<file path="src/rtl/keypad_scan.sv">
// Matrix keypad scanner: drives one row low at a time, debounces press and release,
// and reports the held key. Optional KEY_CODE_EN adds key_code = {key_row, key_col}.
module keypad_scan #(
    parameter int SCAN_DIV     = 1000,
    parameter int DEBOUNCE_CNT = 20
) (
    input  logic       clk,
    input  logic       rst,
    input  logic [3:0] col_in,
    output logic [3:0] row_out,
    output logic       apt,
    output logic       key_pulse,
    output logic [1:0] key_row,
    output logic [1:0] key_col,
`ifdef KEY_CODE_EN
    output logic [3:0] key_code,
`endif
    output logic [1:0] state_now
);
    localparam int PW = (SCAN_DIV > 1) ? $clog2(SCAN_DIV) : 1;
    localparam int DW = $clog2(DEBOUNCE_CNT + 1);

    typedef enum logic [1:0] {
        SCAN       = 2'b00,
        DB_PRESS   = 2'b01,
        HELD       = 2'b10,
        DB_RELEASE = 2'b11
    } state_t;

    state_t          state, state_d;
    logic [3:0]      col_m, col_s;
    logic [PW-1:0]   presc;
    logic            tick;
    logic [DW-1:0]   dbcnt, dbcnt_d;
    logic [1:0]      cand_row, cand_row_d, cand_col, cand_col_d;
    logic [1:0]      key_row_d, key_col_d, row_idx, low_col;
    logic [3:0]      row_d, row_rot;
    logic            apt_d, pulse_d, cand_hit, key_hit, db_done, any_low;

    always_ff @(posedge clk) begin
        if (rst) begin
            col_m <= 4'b1111;
            col_s <= 4'b1111;
            presc <= '0;
        end else begin
            col_m <= col_in;
            col_s <= col_m;
            presc <= (presc == PW'(SCAN_DIV - 1)) ? '0 : presc + 1'b1;
        end
    end

    assign tick     = (presc == PW'(SCAN_DIV - 1));
    assign row_rot  = {row_out[2:0], row_out[3]};
    assign any_low  = (col_s != 4'b1111);
    assign cand_hit = ~col_s[cand_col];
    assign key_hit  = ~col_s[key_col];
    assign db_done  = (dbcnt >= DW'(DEBOUNCE_CNT));
    assign state_now = state;

    always_comb begin
        case (row_out)
            4'b1101: row_idx = 2'd1;
            4'b1011: row_idx = 2'd2;
            4'b0111: row_idx = 2'd3;
            default: row_idx = 2'd0;
        endcase
        // Lowest-numbered closed column wins when several are low.
        if (!col_s[0])      low_col = 2'd0;
        else if (!col_s[1]) low_col = 2'd1;
        else if (!col_s[2]) low_col = 2'd2;
        else                low_col = 2'd3;
    end

    always_ff @(posedge clk) begin
        if (rst) state <= SCAN;
        else     state <= state_d;
    end

    always_comb begin
        state_d = state;
        if (tick) begin
            case (state)
                SCAN:       if (any_low) state_d = DB_PRESS;
                DB_PRESS:   state_d = cand_hit ? (db_done ? HELD : DB_PRESS) : SCAN;
                HELD:       if (!key_hit) state_d = DB_RELEASE;
                DB_RELEASE: state_d = !key_hit ? (db_done ? SCAN : DB_RELEASE) : HELD;
                default:    state_d = SCAN;
            endcase
        end
    end

    always_comb begin
        row_d      = row_out;
        apt_d      = apt;
        pulse_d    = 1'b0;
        key_row_d  = key_row;
        key_col_d  = key_col;
        cand_row_d = cand_row;
        cand_col_d = cand_col;
        dbcnt_d    = dbcnt;
        if (tick) begin
            case (state)
                SCAN: begin
                    if (any_low) begin
                        cand_row_d = row_idx;
                        cand_col_d = low_col;
                        dbcnt_d    = DW'(1);
                    end else begin
                        row_d = row_rot;
                    end
                end
                DB_PRESS: begin
                    if (cand_hit) begin
                        if (db_done) begin
                            key_row_d = cand_row;
                            key_col_d = cand_col;
                            apt_d     = 1'b1;
                            pulse_d   = 1'b1;
                            dbcnt_d   = '0;
                        end else begin
                            dbcnt_d = dbcnt + 1'b1;
                        end
                    end else begin
                        dbcnt_d = '0;
                        row_d   = row_rot;
                    end
                end
                HELD: if (!key_hit) dbcnt_d = DW'(1);
                DB_RELEASE: begin
                    if (!key_hit) begin
                        if (db_done) begin
                            apt_d   = 1'b0;
                            row_d   = row_rot;
                            dbcnt_d = '0;
                        end else begin
                            dbcnt_d = dbcnt + 1'b1;
                        end
                    end else begin
                        dbcnt_d = '0;
                    end
                end
                default: ;
            endcase
        end
    end

    always_ff @(posedge clk) begin
        if (rst) begin
            row_out   <= 4'b1110;
            apt       <= 1'b0;
            key_pulse <= 1'b0;
            key_row   <= '0;
            key_col   <= '0;
            cand_row  <= '0;
            cand_col  <= '0;
            dbcnt     <= '0;
        end else begin
            row_out   <= row_d;
            apt       <= apt_d;
            key_pulse <= pulse_d;
            key_row   <= key_row_d;
            key_col   <= key_col_d;
            cand_row  <= cand_row_d;
            cand_col  <= cand_col_d;
            dbcnt     <= dbcnt_d;
        end
    end

`ifdef KEY_CODE_EN
    always_ff @(posedge clk) begin
        if (rst) key_code <= '0;
        else     key_code <= {key_row_d, key_col_d};
    end
`endif
endmodule

</file>
<file path="config.mk">
export PLATFORM = sky130hd
export DESIGN_NAME = keypad_scan
export DESIGN_NICKNAME = d
export VERILOG_FILES = /design/src/rtl/keypad_scan.sv
export SDC_FILE = /design/constraint.sdc
export NUM_CORES = 1
export LEC_CHECK = 0
export ABC_AREA = 1
export BUFFER_PORTS_ARGS = -buffer_cell sky130_fd_sc_hd__clkbuf_2
export CAP_MARGIN = 30
export CORE_UTILIZATION = 40
export DETAILED_ROUTE_END_ITERATION = 8
export PLACE_DENSITY = 0.69
export SYNTH_ARGS = -nofsm -noshare
export SYNTH_HDL_FRONTEND = slang
export SYNTH_SLANG_ARGS = --single-unit
</file>
<file path="constraint.sdc">
create_clock -name clk -period 1.8 [get_ports clk]
set_input_delay 0.18 -clock clk [delete_from_list [all_inputs] [get_ports clk]]
set_output_delay 0.18 -clock clk [all_outputs]
set_load 0.01 [all_outputs]
</file>
## Word level (Yosys, flattened, before mapping)

Cells that the tools add are included.

- Bitwise gates (word level): 3
- $add $sub $neg: 2
- Equal/unequal tests: 16
- Muxes and demuxes: 32
- $lt $le $gt $ge: 3
- Reduce and logical (&&, ||, !) cells: 10

Operators by type and width:

| kind | count |
|---|---|
| 2-to-1 mux 5 bit | 5 |
| case mux 5 bit (4 select lines) | 1 |
| 2-to-1 mux 2 bit | 8 |
| 2-to-1 mux 4 bit | 4 |
| inequality test 2 bit (second input constant) | 8 |
| case mux 4 bit (3 select lines) | 1 |
| AND reduction 6 bit | 2 |
| adder 10 x 1 -> 10 bit (second input constant) | 1 |
| == test 10 bit (second input constant) | 1 |
| == test 4 bit (second input constant) | 2 |
| 2-to-1 mux 1 bit | 8 |
| case mux 2 bit (4 select lines) | 1 |
| < comparator 2 x 3 -> 1 bit (second input constant) | 2 |
| case mux 2 bit (3 select lines) | 1 |
| AND reduction 3 bit | 2 |
| adder 5 x 1 -> 5 bit (second input constant) | 1 |
| >= comparator 5 bit (second input constant) | 1 |
| binary-select mux 1 bit (select 2 bit) | 2 |
| == test 2 bit (second input constant) | 2 |
| == test 4 x 3 -> 1 bit (second input constant) | 1 |
| inequality test 4 bit (second input constant) | 1 |
| AND reduction 4 bit | 1 |
| OR reduction 4 bit | 1 |
| NOT 1 bit | 3 |
| 6 further kinds | 6 |

- Output and inout bits: 12
- Word-level logic and storage cells: 78
- Bits of input ports: 6
- Flip-flop bits (word level): 39

## Logic depth before layout (Yosys ltp)

Gate-level depths: netlist (run 1).

- Depth in word-level cells: 4
- Depth in mapped cells: 10
- Depth with buffers taken out: 10

## Worst setup path after synthesis (run 1)

Ideal clock, no wire load.

- Path kind: reg-to-reg
- From: register presc[0]
- To: register row_out[0]
- Arrival: 1.314 ns
- Period minus slack after synthesis: 1.427 ns
- Cell stages (with the launch flop): 11
- Library setup time: 0.113 ns
- Path buffers: 0
- Setup slack: 0.373 ns
- Required time: 1.687 ns
- Cells stage by stage: dfxtp_1 -> ha_1 -> nand2_2 -> nor2_2 -> nand3_4 -> nor2_4 -> nand2_2 -> nor2_4 -> nand2_1 -> nand2_1 -> nor2_1

- Word-level cells in the longest chain between the ends: 2

Ends and longest elaborated chain:

| element | RTL line | RTL |
|---|---|---|
| start: declaration | 32 | `logic [PW-1:0] presc;` |
| start signal: assignment | 48 | `presc <= (presc == PW'(SCAN_DIV - 1)) ? '0 : presc + 1'b1;` |
| == test 10 bit | 52 | `assign tick = (presc == PW'(SCAN_DIV - 1));` |
| AND reduction 6 bit (no source line) | n/a |  |
| end signal: assignment | 158 | `row_out <= row_d;` |
| end: declaration | 10 | `output logic [3:0] row_out,` |

Every way passes these cells.
A chain may end at the register's enable or synchronous reset.

## Final worst setup path (run 1)

- From: register presc[0]
- To: register key_col[0]

- Word-level cells in the longest chain between the ends: 2

Ends and longest elaborated chain:

| element | RTL line | RTL |
|---|---|---|
| == test 10 bit | 52 |  |
| AND reduction 4 bit (no source line) | n/a |  |
| end signal: assignment | 162 | `key_col <= key_col_d;` |
| end: declaration | 14 | `output logic [1:0] key_col,` |

Every way passes these cells.

==> results of run 1 <==
final timing paths:
check               endpoint  slack, ps  cells past startpoint  startpoint
setup / recovery  key_col[0]        220                      9    presc[0]
hold / removal      col_m[1]         70                      2   col_in[1]
setup reg to reg  key_col[0]        220                      9    presc[0]
hold reg to reg     col_s[2]        410                      1    col_m[2]
cell type report:
type / count / area [um2]
Clock buffer: 5 / 68.8
Clock inverter: 3 / 46.3
Fill cell: 448 / 2300
Inverter: 34 / 128
Multi-Input combinational cell: 189 / 937
Sequential cell: 39 / 781
Tap cell: 52 / 65.1
Timing Repair Buffer: 18 / 92.6
sequential cells by signal, summed over array words and instances (netlist names):
name,count
apt,1
cand_col,2
cand_row,2
col_m,4
col_s,4
dbcnt,5
key_col,2
key_pulse,1
key_row,2
presc,10
row_out,4
state_now,2
where the power goes:
part | switching [mW] | internal [mW]
clock | 0.320 | 0.417
sequential | 0.0107 | 0.876
combinational | 0.0367 | 0.0226
total | 0.368 | 1.32
per-layer routing:
metal | wire [um] | global-route usage, % | vias up
met5 | 0 | 0 | -
met3 | 134 | 4.33 | 2
met1 | 1750 | 19.8 | 740
li1 | - | - | 891
met2 | 1750 | 27.6 | 32
met4 | 8 | 4.00 | 0
synthesized netlist by cell type (all sizes together):
library cell,instances,area share (%)
a211oi,1,0.40
a21oi,15,4.0
a31oi,1,0.34
and2,1,0.34
and3,1,0.34
buf,1,0.40
clkbuf,2,0.40
clkinv,1,0.20
dfxtp,39,42
ha,3,2.0
inv,33,6.7
nand2,64,13
nand3,23,7.1
nand4,4,1.3
nor2,41,11
nor3,7,1.9
o21ai,16,4.3
o22ai,2,0.67
or2,8,2.7
xor2,2,0.94
kinds of logic (layout without fill, tap and decap cells):
kind of cell               Yosys count  in the layout  synth area share [%]
buffers and inverters               37             60                  7.67
and+or+nand+nor                    149            149                  37.7
xor gates and xnor gates             2              2                 0.942
DFF                                 39             39                  42.0
AOI/OAI and AO/OA                   35             35                  9.75
adders and majority gates            3              3                  2.02
through the flow:
stage / utilization (%) / instances / hold slack (ps) / cell area [um2] / setup slack, ps
floorplan: - / 265 / 284 / 1860 / 373
global placement: 45.4 / 332 / 363 / 2000 / 289
detailed placement: 45.4 / 332 / 365 / 2000 / 232
CTS: 48.0 / 340 / 57.2 / 2120 / 206
global route: 48.0 / 340 / 53.6 / 2120 / 45.0
finish: 48.0 / 340 / 69.0 / 2120 / 217
critical path, delay by kind of cell, from the launching register on:
family / cells / cell delay (ps)
AND/OR/NAND/NOR: 5 / 600
flip-flops: 1 / 370
AO/OA/AOI/OAI: 2 / 220
adder cells (fa/ha/maj): 1 / 210
buffers and inverters: 1 / 90
==> impl_metrics.py, run 1 <==
metrics = {
    "setup_path": {
        "worst_setup_path_start_kind": "flop",
        "cp-end-kind": "flop",
        "worstPathRequired_ps": 2010,
        "cp_max_fo": 9,
        "cp_slowest_cell": "dfxtp_1",
        "path_cells": "ha_1 -> nand2_2 -> nor2_1 -> nand2_1 -> nor2_2 -> inv_2 -> nor2_8 -> o21ai_1 -> a21oi_1",
        "worstSetupPathType": "reg -> reg",
        "cpPeakStageDelay_ps": 370,
        "arrival_ps": 1800,
    },
    "global_routing": {
        "grt_overflow": 0,
        "antenna_found_initial": 0,
        "track_usage_pct": 16.0,
        "grt_pass1_vias": 1524,
        "grt_pass1_wl_um": 6410,
        "grt_max_degree": 18,
    },
    "cts": {
        "cts_root_buf": "clkbuf_8",
        "cts.sinks": 39,
        "cts_tree": "yes",
        "cts_buffer_depth": 2,
        "cts-resized-gates": 0,
        "clock_latency_ps": 290,
        "postCtsSetupBuffers": 0,
        "htreeDepth": 2,
        "cts-hold-fix-buffers": 0,
        "cts_buffers": 5,
        "clk_pin_slew_ps": 80,
    },
    "finish": {
        "final_cell_mix": "nand2_1, dfxtp_1, nor2_1, inv_1, nand3_1",
        "final_common_cell": "nand2_1",
        "fin_nets": 296,
        "areaGrowthSynthToFinish_pct": 13.9,
        "antenna_cells_inserted": 0,
        "drive_gt1_share_pct": 17.7,
    },
    "die": {
        "die_area_mm2": 0.00493,
        "die_h_um": 70.2,
        "die_w_um": 70.2,
        "start_util_pct": 42.1,
        "rows": 24,
        "core_area_mm2": 0.00441,
        "io_pins": 18,
    },
    "drt": {
        "drtIter0Drc": 42,
        "ant_nets": 0,
        "via_per_inst": 4.90,
        "firstDrtPassIters": 4,
        "drc": 0,
        "wl_per_cell_um": 10.7,
        "num_vias": 1665,
        "routed_wl_um": 3650,
    },
    "sta": {
        "drv_slew": 0,
        "max_freq_ghz": 0.632,
        "fin_crit_ps": 1580,
        "finalSetupViolCount": 0,
        "relSlewSlack_pct": 79.0,
        "hold_violations": 0,
        "setup_tns_ps": 0,
        "rsz0062_at_grt": "false",
        "fin_crit_sh_pct": 87.9,
        "clock_skew_ps": 7.04,
        "worst_pin_slew_ps": 314,
    },
    "pwr": {
        "leakagePower_nw": 0.904,
        "p_per_area_mw_per_mm2": 795,
        "vdd_ir_drop_max_mv": 0.405,
        "total_power_mw": 1.68,
    },
    "synthesis": {
        "syn_inst": 265,
        "synth.distinct_cells": 28,
        "synth-seq-cells": 39,
        "synth_area_mm2": 0.00186,
        "avgSynthCellArea_um2": 7.02,
        "seq_area_frac_synth_pct": 42.0,
        "synth_warnings": 0,
        "synth_nets": 274,
    },
    "run": {
        "cap_violations": 0,
    },
    "placement": {
        "io_buffer_count": 17,
        "dp_hpwl_um": 2750,
        "gp_congestion": 0.896,
    },
    "run_status": {
        "status": "finished clean",
    },
    "worst_hold_path": {
        "hold_path_class": "in -> reg",
    },
}
(Power assumes the default switching activity.)
==> inputs of run 2 (changes only) <==
--- a/config.mk
+++ b/config.mk
@@ -11,2 +11,3 @@
 export CORE_UTILIZATION = 40
+export CTS_CLUSTER_SIZE = 8
 export DETAILED_ROUTE_END_ITERATION = 8
==> constraint.sdc (replaced) <==
create_clock -name clk -period 1.8 [get_ports clk]
set_input_delay 0.09 -clock clk [delete_from_list [all_inputs] [get_ports clk]]
set_output_delay 0.09 -clock clk [all_outputs]
set_load 0.01 [all_outputs]
==> run 2 against run 1 <==
Against the previous run:
- via count increased by 1.0%
- final area increased by 1.9%
- non-clock buffer count rose by 4
- final cell count increased by 1.2%
- hold slack better by 87 ps
- highest routed layer unchanged
- clock-buffer cell count did not move
- largest cell class unchanged
- routed wire length rose by 0.16%
- critical endpoint unchanged
- die area stayed put
- critical path depth unchanged
- flip-flop and latch count stayed put
- clock skew shrank 0.84 ps
==> impl_metrics.py, run 2 (synthesis results as in run 1) <==
metrics = {
    "pwr": {
        "p_seq_share_pct": 52.4,
        "p_per_area_mw_per_mm2": 784,
        "intPower_mw": 1.32,
        "clkPwrFrac_pct": 43.7,
        "p_sw_mw": 0.370,
        "leakagePower_nw": 0.920,
        "p_sw_share_pct": 21.9,
        "combPwrFrac_pct": 3.9,
        "vdd_ir_drop_max_mv": 0.412,
    },
    "global_routing": {
        "antenna_found_initial": 0,
        "grt_pass1_wl_um": 6420,
        "grt_pass1_vias": 1534,
        "track_usage_pct": 16.1,
        "grt_max_degree": 18,
        "grt_overflow": 0,
    },
    "setup_path": {
        "worstSetupPathType": "reg -> reg",
        "worst_setup_path_start_kind": "flop",
        "worstPathRequired_ps": 2010,
        "cp_slowest_cell": "dfxtp_1",
        "cp-end-kind": "flop",
        "arrival_ps": 1800,
        "path_cells": "ha_1 -> nand2_2 -> nor2_1 -> nand2_1 -> nor2_2 -> inv_2 -> nor2_8 -> o21ai_1 -> a21oi_1",
        "cp_max_fo": 9,
        "cpPeakStageDelay_ps": 370,
    },
    "sta": {
        "setup_tns_ps": 0,
        "setup_slack_ps": 217,
        "drv_slew": 0,
        "hold_violations": 0,
        "fin_crit_ps": 1580,
        "worst_pin_slew_ps": 314,
        "fin_crit_sh_pct": 87.9,
        "hold_slack_ps": 156,
        "rsz0062_at_grt": "false",
        "max_freq_ghz": 0.632,
        "finalSetupViolCount": 0,
        "clock_skew_ps": 6.21,
        "relSlewSlack_pct": 79.0,
    },
    "placement": {
        "io_buffer_count": 17,
        "dp_hpwl_um": 2750,
        "gp_congestion": 0.896,
        "dpl_worst_slack_ps": 232,
    },
    "drt": {
        "drtIter0Drc": 84,
        "routed_wl_um": 3650,
        "wl_per_cell_um": 10.6,
        "drc": 0,
        "num_vias": 1682,
        "firstDrtPassIters": 4,
        "via_per_inst": 4.89,
        "ant_nets": 0,
    },
    "die": {
        "start_util_pct": 42.1,
        "die_area_mm2": 0.00493,
        "rows": 24,
        "core_area_mm2": 0.00441,
        "io_pins": 18,
        "die_h_um": 70.2,
        "die_w_um": 70.2,
    },
    "cts": {
        "cts.sinks": 39,
        "clk_pin_slew_ps": 80,
        "clock_latency_ps": 290,
        "cts_tree": "yes",
        "cts_root_buf": "clkbuf_8",
        "cts-resized-gates": 0,
        "cts_buffer_depth": 2,
        "cts_buffers": 5,
        "htreeDepth": 2,
    },
    "finish": {
        "antenna_cells_inserted": 0,
        "final_cell_mix": "nand2_1, dfxtp_1, nor2_1, inv_1, nand3_1",
        "final_common_cell": "nand2_1",
        "largestRegisters": "presc: 10 flops, dbcnt: 5 flops",
        "largest_register_ffs": 10,
        "drive_gt1_share_pct": 17.5,
        "areaGrowthSynthToFinish_pct": 16.0,
        "regMostFlops": "presc",
        "fin_nets": 300,
    },
    "run_status": {
        "status": "finished clean",
    },
    "worst_hold_path": {
        "hold_path_class": "in -> reg",
    },
    "run": {
        "cap_violations": 0,
    },
}
[run 2: path summary, 6_finish.rpt]
| check | from | to | slack (ps) | cells after the start |
|---|---|---|---|---|
| max | presc[0] | key_col[0] | 220 | 9 |
| min | rst | state_now[0] | 160 | 2 |
| max reg2reg | presc[0] | key_col[0] | 220 | 9 |
| min reg2reg | col_m[2] | col_s[2] | 410 | 1 |
[run 2: cell type report]
cell class | count | area [um2]
Clock buffer | 5 | 68.8
Sequential cell | 39 | 781
Fill cell | 450 | 2260
Tap cell | 52 | 65.1
Multi-Input combinational cell | 189 | 937
Timing Repair Buffer | 22 | 133
Clock inverter | 3 | 46.3
Inverter | 34 | 128
[run 2: routing by layer]
layer,track usage [%],routed length [um],vias to the layer above
met5,0,0,-
li1,-,-,899
met2,27.7,1770,32
met3,4.33,130,2
met4,4.00,8,0
met1,19.8,1740,749
[run 2: power by group through the flow]
stage / clock network (mW) / logic (mW) / registers (mW)
after detailed placement: 0 / 0.0601 / 0.907
final: 0.739 / 0.0658 / 0.887
after global routing: 0.801 / 0.0755 / 0.888
after CTS: 0.767 / 0.0667 / 0.887
after global placement: 0 / 0.0595 / 0.906
after floorplan: 0 / 0.0428 / 0.904
[run 2: what timing repair did]
action / in CTS / in global routing
setup buffers: 0 / 0
endpoints found under the setup margin: 0 / 0
hold buffers: 4 / 0
hold endpoints to repair: 4 / 0
[run 2: per-stage QoR]
stage | utilization (%) | power (mW) | cell area (um2) | std cells
after floorplan | - | 0.946 | 1860 | 265
after global placement | 45.4 | 0.965 | 2000 | 332
after detailed placement | 45.4 | 0.967 | 2000 | 332
after CTS | 48.9 | 1.72 | 2160 | 344
after global routing | 48.9 | 1.76 | 2160 | 344
final | 48.9 | 1.69 | 2160 | 344
[run 2: worst max-delay path, delay by kind of cell, from the launching register on]
kind / cells / cell delay, ps
adders and majority gates: 1 / 210
buffers and inverters: 1 / 90
and+or+nand+nor: 5 / 600
AOI/OAI and AO/OA: 2 / 220
DFF: 1 / 370
